**config.mk**
```make
export PLATFORM = sky130hd
export DESIGN_NAME = stb_window_counter
export DESIGN_NICKNAME = d
export VERILOG_FILES = /design/src/rtl/stb_window_counter.sv
export SDC_FILE = /design/constraint.sdc
export NUM_CORES = 1
export LEC_CHECK = 0
export ABC_AREA = 1
export CORE_MARGIN = 1.5
export CORE_UTILIZATION = 40
export DETAILED_ROUTE_END_ITERATION = 7
export HOLD_SLACK_MARGIN = 0.08
export REMOVE_ABC_BUFFERS = 1
export SYNTH_ARGS = -nofsm -noshare
export SYNTH_HDL_FRONTEND = slang
export SYNTH_SLANG_ARGS = --single-unit
```
**constraint.sdc**
```tcl
create_clock -name clk -period 5.4 [get_ports clk]
set_clock_uncertainty 0.2 [all_clocks]
set_input_delay 1.35 -clock clk [delete_from_list [all_inputs] [get_ports clk]]
set_output_delay 1.35 -clock clk [all_outputs]
set_load 0.05 [all_outputs]
```
**src/rtl/stb_window_counter.sv**
```systemverilog
// stb_window_counter: multi-channel stochastic-to-binary converter over a 2^LEN_W valid-sample window
// with start/abort handshake and unipolar or bipolar result per channel.
module stb_window_counter #(
    parameter int CH    = 4,
    parameter int LEN_W = 8
) (
    input  logic                       clk,
    input  logic                       resetn,
    input  logic                       start,
    input  logic                       abort,
    input  logic                       mode_bipolar,
    input  logic                       bit_valid,
    input  logic [CH-1:0]              bit_in,
    output logic                       busy,
    output logic                       done,
    output logic                       result_valid,
    output logic [CH*(LEN_W+2)-1:0]    result
);
    localparam int RW = LEN_W + 2;
    localparam logic [RW-1:0]  NSAMP = {2'b01, {LEN_W{1'b0}}};
    localparam logic [LEN_W:0] LAST  = {1'b0, {LEN_W{1'b1}}};
    localparam logic [LEN_W:0] ONE   = (LEN_W+1)'(1);

    typedef enum logic [1:0] {IDLE, COUNT, DONE} state_t;

    state_t                  state_q;
    logic [LEN_W:0]          cnt_q;
    logic [CH-1:0][LEN_W:0]  acc_q, ones_d;
    logic [CH-1:0][RW-1:0]   res_q, res_d;
    logic                    bip_q, busy_q, done_q, rv_q;

    // Final value includes the bit sampled on the closing edge.
    always_comb begin
        for (int c = 0; c < CH; c++) begin
            ones_d[c] = acc_q[c] + (LEN_W+1)'(bit_in[c]);
            res_d[c]  = bip_q ? {ones_d[c], 1'b0} - NSAMP : {1'b0, ones_d[c]};
        end
    end

    always_ff @(posedge clk or negedge resetn) begin
        if (!resetn) begin
            state_q <= IDLE;
            cnt_q   <= '0;
            acc_q   <= '0;
            res_q   <= '0;
            bip_q   <= 1'b0;
            busy_q  <= 1'b0;
            done_q  <= 1'b0;
            rv_q    <= 1'b0;
        end else begin
            done_q <= 1'b0;
            if (state_q == COUNT) begin
                if (abort) begin
                    state_q <= IDLE;
                    busy_q  <= 1'b0;
                    cnt_q   <= '0;
                    acc_q   <= '0;
                    rv_q    <= 1'b0;
                end else if (bit_valid) begin
                    cnt_q <= cnt_q + ONE;
                    acc_q <= ones_d;
                    if (cnt_q == LAST) begin
                        state_q <= DONE;
                        busy_q  <= 1'b0;
                        done_q  <= 1'b1;
                        rv_q    <= 1'b1;
                        res_q   <= res_d;
                    end
                end
            end else if (start) begin
                state_q <= COUNT;
                busy_q  <= 1'b1;
                cnt_q   <= '0;
                acc_q   <= '0;
                bip_q   <= mode_bipolar;
                rv_q    <= 1'b0;
            end
        end
    end

    assign busy         = busy_q;
    assign done         = done_q;
    assign result_valid = rv_q;
    assign result       = res_q;
endmodule

```
Word-level counts from Yosys, hierarchy flattened
Index checks and enable logic that the tools add are counted.
{ "classes": {"addsub": 9, "n_eq_ne": 4, "mux": 31, "n_bitwise": 2, "n_reduce_logical": 5} }
{ "op_table": {"columns": ["cell", "n"], "rows": [
  ["2-to-1 mux 36 bit", 4],
  ["2-to-1 mux 10 bit", 4],
  ["subtractor 10 x 9 -> 10 bit, second input constant", 4],
  ["adder 9 x 1 -> 9 bit", 4],
  ["2-to-1 mux 9 bit", 4],
  ["2-to-1 mux 1 bit", 14],
  ["2-to-1 mux 2 bit", 5],
  ["adder 9 x 1 -> 9 bit, second input constant", 1],
  ["equality test 9 x 8 -> 1 bit, second input constant", 1],
  ["AND reduction 2 bit", 2],
  ["AND reduction 4 bit", 1],
  ["inequality test 3 x 2 -> 1 bit, second input constant", 1],
  ["inequality test 3 bit, second input constant", 1],
  ["AND reduction 3 bit", 1],
  ["equality test 2 x 1 -> 1 bit, second input constant", 1],
  ["inverter 1 bit", 2],
  ["nonzero test 2 bit", 1]
]} }
{ "totals": {"regBits": 91, "in_bits": 10, "output_inout_bits": 43, "wordCells": 65} }

Longest topological paths before layout
{ "logic_depth": {"word_depth": 5, "mapped_depth": 11, "depth_no_buf": 10} }

Worst setup path before layout
OpenSTA, ideal clock, no wires.
{ "synth_timing": {"path_type": "input to register", "from": "input bit_in[3]", "to": "register res_q (netlist bit result[35])", "setup_ns": 0.121, "arrival_time_ns": 2.336, "t_required_ns": 5.079, "slack_ns": 2.743, "cell_stages": 7, "n_path_buf": 0, "cell_sequence": "ha_1 ha_1 nand3_1 xor2_1 nor2_1 a21oi_1 nand2_1"} }
{ "synth_via": {"elab_chain_cells": 3} }
{ "synth_rtl": {"columns": ["element", "line", "text"], "rows": [
  ["from (decl)", "13", "input logic [CH-1:0] bit_in,"],
  ["adder 9 x 1 -> 9 bit (*)", "35", "ones_d[c] = acc_q[c] + (LEN_W+1)'(bit_in[c]);"],
  ["subtractor 10 x 9 -> 10 bit", "36", "res_d[c] = bip_q ? {ones_d[c], 1'b0} - NSAMP : {1'b0, ones_d[c]};"],
  ["2-to-1 mux 10 bit (*)", "36", null],
  ["to (signal assigned)", "67", "res_q <= res_d;"],
  ["to (decl)", "29", "logic [CH-1:0][RW-1:0] res_q, res_d;"]
]} }
Every way passes the cells marked *; elsewhere a longest branch is shown, timed or not.
A chain may end at the register's enable or synchronous reset.

Worst setup path after layout
{ "layout_timing": {"from": "input bit_valid", "to": "register res_q (netlist bit result[14])"} }
{ "layout_via": {"elab_chain_cells": 1} }
{ "layout_rtl": {"columns": ["element", "line", "text"], "rows": [
  ["from (decl)", "12", "input logic bit_valid,"],
  ["AND reduction 4 bit (no line)", null, null]
]} }
No other way between the ends.

==> report_table.html <==
<table>
<tr><th>Metric</th><th>Value</th></tr>
<tr><th colspan="2">Clock network</th></tr>
<tr><td>Later-pin clock latency in the skew report</td><td>0.35 ns</td></tr>
<tr><td>CTS tree</td><td>yes</td></tr>
<tr><td>Clk sink count</td><td>89</td></tr>
<tr><td>CTS-repair resized insts</td><td>0</td></tr>
<tr><td>Clock Tree Buf Depth</td><td>2</td></tr>
<tr><td>Post-CTS Hold Buffers</td><td>0</td></tr>
<tr><td>Root buffer cell</td><td>clkbuf_8</td></tr>
<tr><td>Clock Pin Slew Worst Setup and Hold Paths</td><td>0.09 ns</td></tr>
<tr><td>Number of buffers created by CTS</td><td>9</td></tr>
<tr><td>Number of H-tree levels</td><td>3</td></tr>
<tr><td>Post-CTS Repair Setup Buffers</td><td>0</td></tr>
<tr><th colspan="2">Hold path</th></tr>
<tr><td>Hold path cells</td><td>2</td></tr>
<tr><td>Launch instance of the worst min-delay path</td><td>result[15]</td></tr>
<tr><td>Endpoint of the worst hold path</td><td>result[15]</td></tr>
<tr><td>Path category of the worst min-delay check</td><td>register to register</td></tr>
<tr><th colspan="2">Layout</th></tr>
<tr><td>Core occupancy in the finished layout</td><td>0.487</td></tr>
<tr><td>Final Instance Area</td><td>5300 µm²</td></tr>
<tr><td># fillers</td><td>1051</td></tr>
<tr><td>Area overhead of the layout relative to synthesis</td><td>18.2%</td></tr>
<tr><td>Post-route non-filler standard cell count</td><td>between 700 and 800</td></tr>
<tr><td>Layout Nets</td><td>roughly 600</td></tr>
<tr><td>Antenna diode instance count</td><td>0</td></tr>
<tr><td>Register Area</td><td>2230 µm²</td></tr>
<tr><td>Fraction of layout cells with a size suffix above 1</td><td>0.0582</td></tr>
<tr><td>Multi-input gate area in the final layout</td><td>about 2000 µm²</td></tr>
<tr><th colspan="2">Routing</th></tr>
<tr><td>Antenna viol nets, final</td><td>0</td></tr>
<tr><td>Detail-routed via count per cell</td><td>a little over 5</td></tr>
<tr><td>Vias</td><td>3741</td></tr>
<tr><td>Number of detailed-route iterations in the first pass</td><td>5</td></tr>
<tr><td>Detail-routed net length per standard cell</td><td>14.1 µm</td></tr>
<tr><td>Total DRC errors in the routed layout</td><td>0</td></tr>
<tr><td>Total detailed-routing wirelength</td><td>roughly 10000 µm</td></tr>
<tr><td>Number of DRC violations after detailed-routing iteration 0</td><td>137</td></tr>
<tr><th colspan="2">Place</th></tr>
<tr><td>Total instance count after detailed placement</td><td>between 700 and 800</td></tr>
<tr><td>Worst Setup Slack post-DPL</td><td>1.45 ns</td></tr>
<tr><td>Half-perimeter wire length after detailed placement</td><td>6920 µm</td></tr>
<tr><td>Number of buffer cells added on primary ports</td><td>52</td></tr>
<tr><td>Cell area after placement</td><td>a little over 5000 µm²</td></tr>
<tr><td>Placer congestion estimate</td><td>0.776</td></tr>
<tr><th colspan="2">GRT</th></tr>
<tr><td>Vias in the first global route</td><td>3656</td></tr>
<tr><td>First-pass GRT wire length</td><td>17600 µm</td></tr>
<tr><td>Antenna violations before repair</td><td>0</td></tr>
<tr><td>Total global routing track utilization</td><td>0.190</td></tr>
<tr><td>Pin count of the biggest net entering global routing</td><td>61</td></tr>
<tr><td>Overflow left after global routing</td><td>0</td></tr>
<tr><th colspan="2">STA</th></tr>
<tr><td>Slew headroom</td><td>0.437</td></tr>
<tr><td>Total Negative Setup Slacks</td><td>0 ns</td></tr>
<tr><td>Shortest period the worst path allows</td><td>approximately 3.5 ns</td></tr>
<tr><td>Number of setup violations in the final report</td><td>0</td></tr>
<tr><td>RSZ-0062 raised after global routing</td><td>false</td></tr>
<tr><td>Worst slew pin tran</td><td>roughly 0.84 ns</td></tr>
<tr><td>Part of the cycle the worst path needs</td><td>0.648</td></tr>
<tr><td>Number of max-slew violations in the final report</td><td>0</td></tr>
<tr><td>Worst hold-check slack</td><td>around 0.29 ns</td></tr>
<tr><td>Smallest setup slack after layout</td><td>roughly 1.9 ns</td></tr>
<tr><td>Final count of hold timing violations</td><td>0</td></tr>
<tr><td>Maximum operating frequency</td><td>between 200 and 300 MHz</td></tr>
<tr><th colspan="2">Critical path</th></tr>
<tr><td>Crit-path max FO</td><td>43</td></tr>
<tr><td>Crit path kind</td><td>input port to register</td></tr>
<tr><td>Reg-to-reg startpoint</td><td>cnt_q[1]</td></tr>
<tr><td>Crit path capture type</td><td>register</td></tr>
<tr><td>Kind of start point of the critical path</td><td>input port</td></tr>
<tr><td>RR Endpoint</td><td>result[14]</td></tr>
<tr><td>Critical path required time</td><td>5.47 ns</td></tr>
<tr><td>Reg2Reg Setup Slack</td><td>roughly 2.3 ns</td></tr>
<tr><td>Depth of the most critical reg-to-reg path</td><td>8</td></tr>
<tr><td>Arrival time of the worst setup path</td><td>3.57 ns</td></tr>
<tr><th colspan="2">Power and ir drop</th></tr>
<tr><td>Static Leak</td><td>2.35 nW</td></tr>
<tr><td>Total power density per cell area</td><td>268 nW/µm²</td></tr>
<tr><td>Highest ir drop seen on vdd</td><td>0.231 mV</td></tr>
<tr><td>Total power</td><td>1.42 mW</td></tr>
<tr><th colspan="2">Yosys</th></tr>
<tr><td>Synthesized cell area</td><td>4480 µm²</td></tr>
<tr><td>Count of different cell masters after synthesis</td><td>30</td></tr>
<tr><td>Number of instances in the synthesized netlist</td><td>between 500 and 600</td></tr>
<tr><td>Yosys Warn Count</td><td>0</td></tr>
<tr><td>Synth area leaders</td><td>dfrtp_1 50%, nand2_1 18%, nand3_1 4.6%</td></tr>
<tr><td>Library cell with the largest summed area after synthesis</td><td>dfrtp_1</td></tr>
<tr><td>Count of flip-flops with a built-in enable after synthesis</td><td>0</td></tr>
<tr><td>Yosys reg bits</td><td>roughly 90</td></tr>
<tr><td>Fraction of registers with async set/reset</td><td>1.00</td></tr>
<tr><td>Post-synthesis average cell area</td><td>between 8 and 9 µm²</td></tr>
<tr><td>Sequential cell area fraction in the yosys report</td><td>0.497</td></tr>
<tr><td>Share of Yosys cell area claimed by the top area cell type</td><td>0.497</td></tr>
<tr><td>Most instantiated flip-flop cell in the synthesis netlist</td><td>dfrtp_1</td></tr>
<tr><th colspan="2">Floorplan</th></tr>
<tr><td>Standard-cell row count</td><td>38</td></tr>
<tr><td>Vert. Die Dim</td><td>109 µm</td></tr>
<tr><td>Starting Density</td><td>0.412</td></tr>
<tr><td>Full die area</td><td>11900 µm²</td></tr>
<tr><td>X dimension of the die</td><td>~110 µm</td></tr>
<tr><td>Count of boundary I/O pins</td><td>53</td></tr>
<tr><td>Placeable core region</td><td>~11000 µm²</td></tr>
<tr><th colspan="2">Status</th></tr>
<tr><td>Status</td><td>completed</td></tr>
<tr><th colspan="2">Run</th></tr>
<tr><td>Max-Cap Viols</td><td>0</td></tr>
</table>
state kept, by name, indices dropped and copies added, names as in the netlist:
signal / cells
bip_q: 1
result: 40
cnt_q: 9
state_q: 1
acc_q: 36
done: 1
result_valid: 1
logic make-up after synthesis:
group,share of synthesized area
adder cells (fa/ha/maj),0.0279
buffers and inverters,0.0558
AND/OR/NAND/NOR,0.280
flip-flops,0.497
AO/OA/AOI/OAI,0.103
XOR/XNOR,0.0371
report_power, final:
group	internal [mW]	switching, mW
Combinational	0.0571	0.176
Sequential	0.689	0.0176
Clock	0.240	0.240
metal layers:
layer	GRT usage	wire, µm
met2	0.327	5180
met4	0.0329	28
met1	0.248	4800
met5	0	0
met3	0.0400	426
worst max-delay path by stage:
stage | from | endpoint | cells past startpoint
3_3_place_gp | bit_valid | result[18] | 5
5_1_grt | bit_valid | result[8] | 5
3_5_place_dp | bit_valid | result[14] | 5
2_1_floorplan | abort | acc_q[28] | 4
6_report | bit_valid | result[14] | 5
4_1_cts | bit_valid | result[14] | 5
layout by cell type, fill, tap and decap left out:
master,instances
a21boi_0,1
a21oi_1,11
a22o_1,1
buf_4,4
bufinv_16,1
clkbuf_1,1
clkbuf_8,11
clkdlybuf4s50_1,51
clkinv_2,1
clkinv_4,1
clkinvlp_4,1
dfrtp_1,89
ha_1,10
inv_1,35
inv_2,3
nand2_1,211
nand2_2,2
nand2_4,1
nand3_1,41
nand3b_1,1
nand4_1,2
nand4_4,1
nor2_1,36
nor2_4,4
nor3_1,1
nor4_1,1
o211ai_1,17
o211ai_2,4
o21ai_0,26
o21ai_1,1
o21ai_2,1
o22ai_1,11
xnor2_1,4
xor2_1,15
area by class of cell:
class	instances	share of cell area
clock inverter	4	0.00968
sequential	89	0.420
clock buffer	12	0.0293
multi-input combinational	403	0.379
timing repair buffer	55	0.102
inverter	38	0.0269
tap	140	0.0331
critical path: stages:
cell	delay (ns)
clkdlybuf4s50_1	0.59
nand4_4	0.59
nor2_4	0.80
nand2_1	0.12
o211ai_1	0.12
cells in the mapped netlist (2+ instances only):
cell type and n:
nand3_1 41, dfrtp_1 89, nor2_4 4, clkbuf_1 5
buf_2 5, nand2_2 2, nand4_1 2, inv_2 3
xnor2_1 4, buf_6 3, ha_1 10, o21ai_0 26
xor2_1 15, a21oi_1 11, o22ai_1 11, nor2_1 36
inv_1 35, o211ai_2 4, o211ai_1 17, nand2_1 211
buf_4 4
Power figures use the tool's default switching activity.
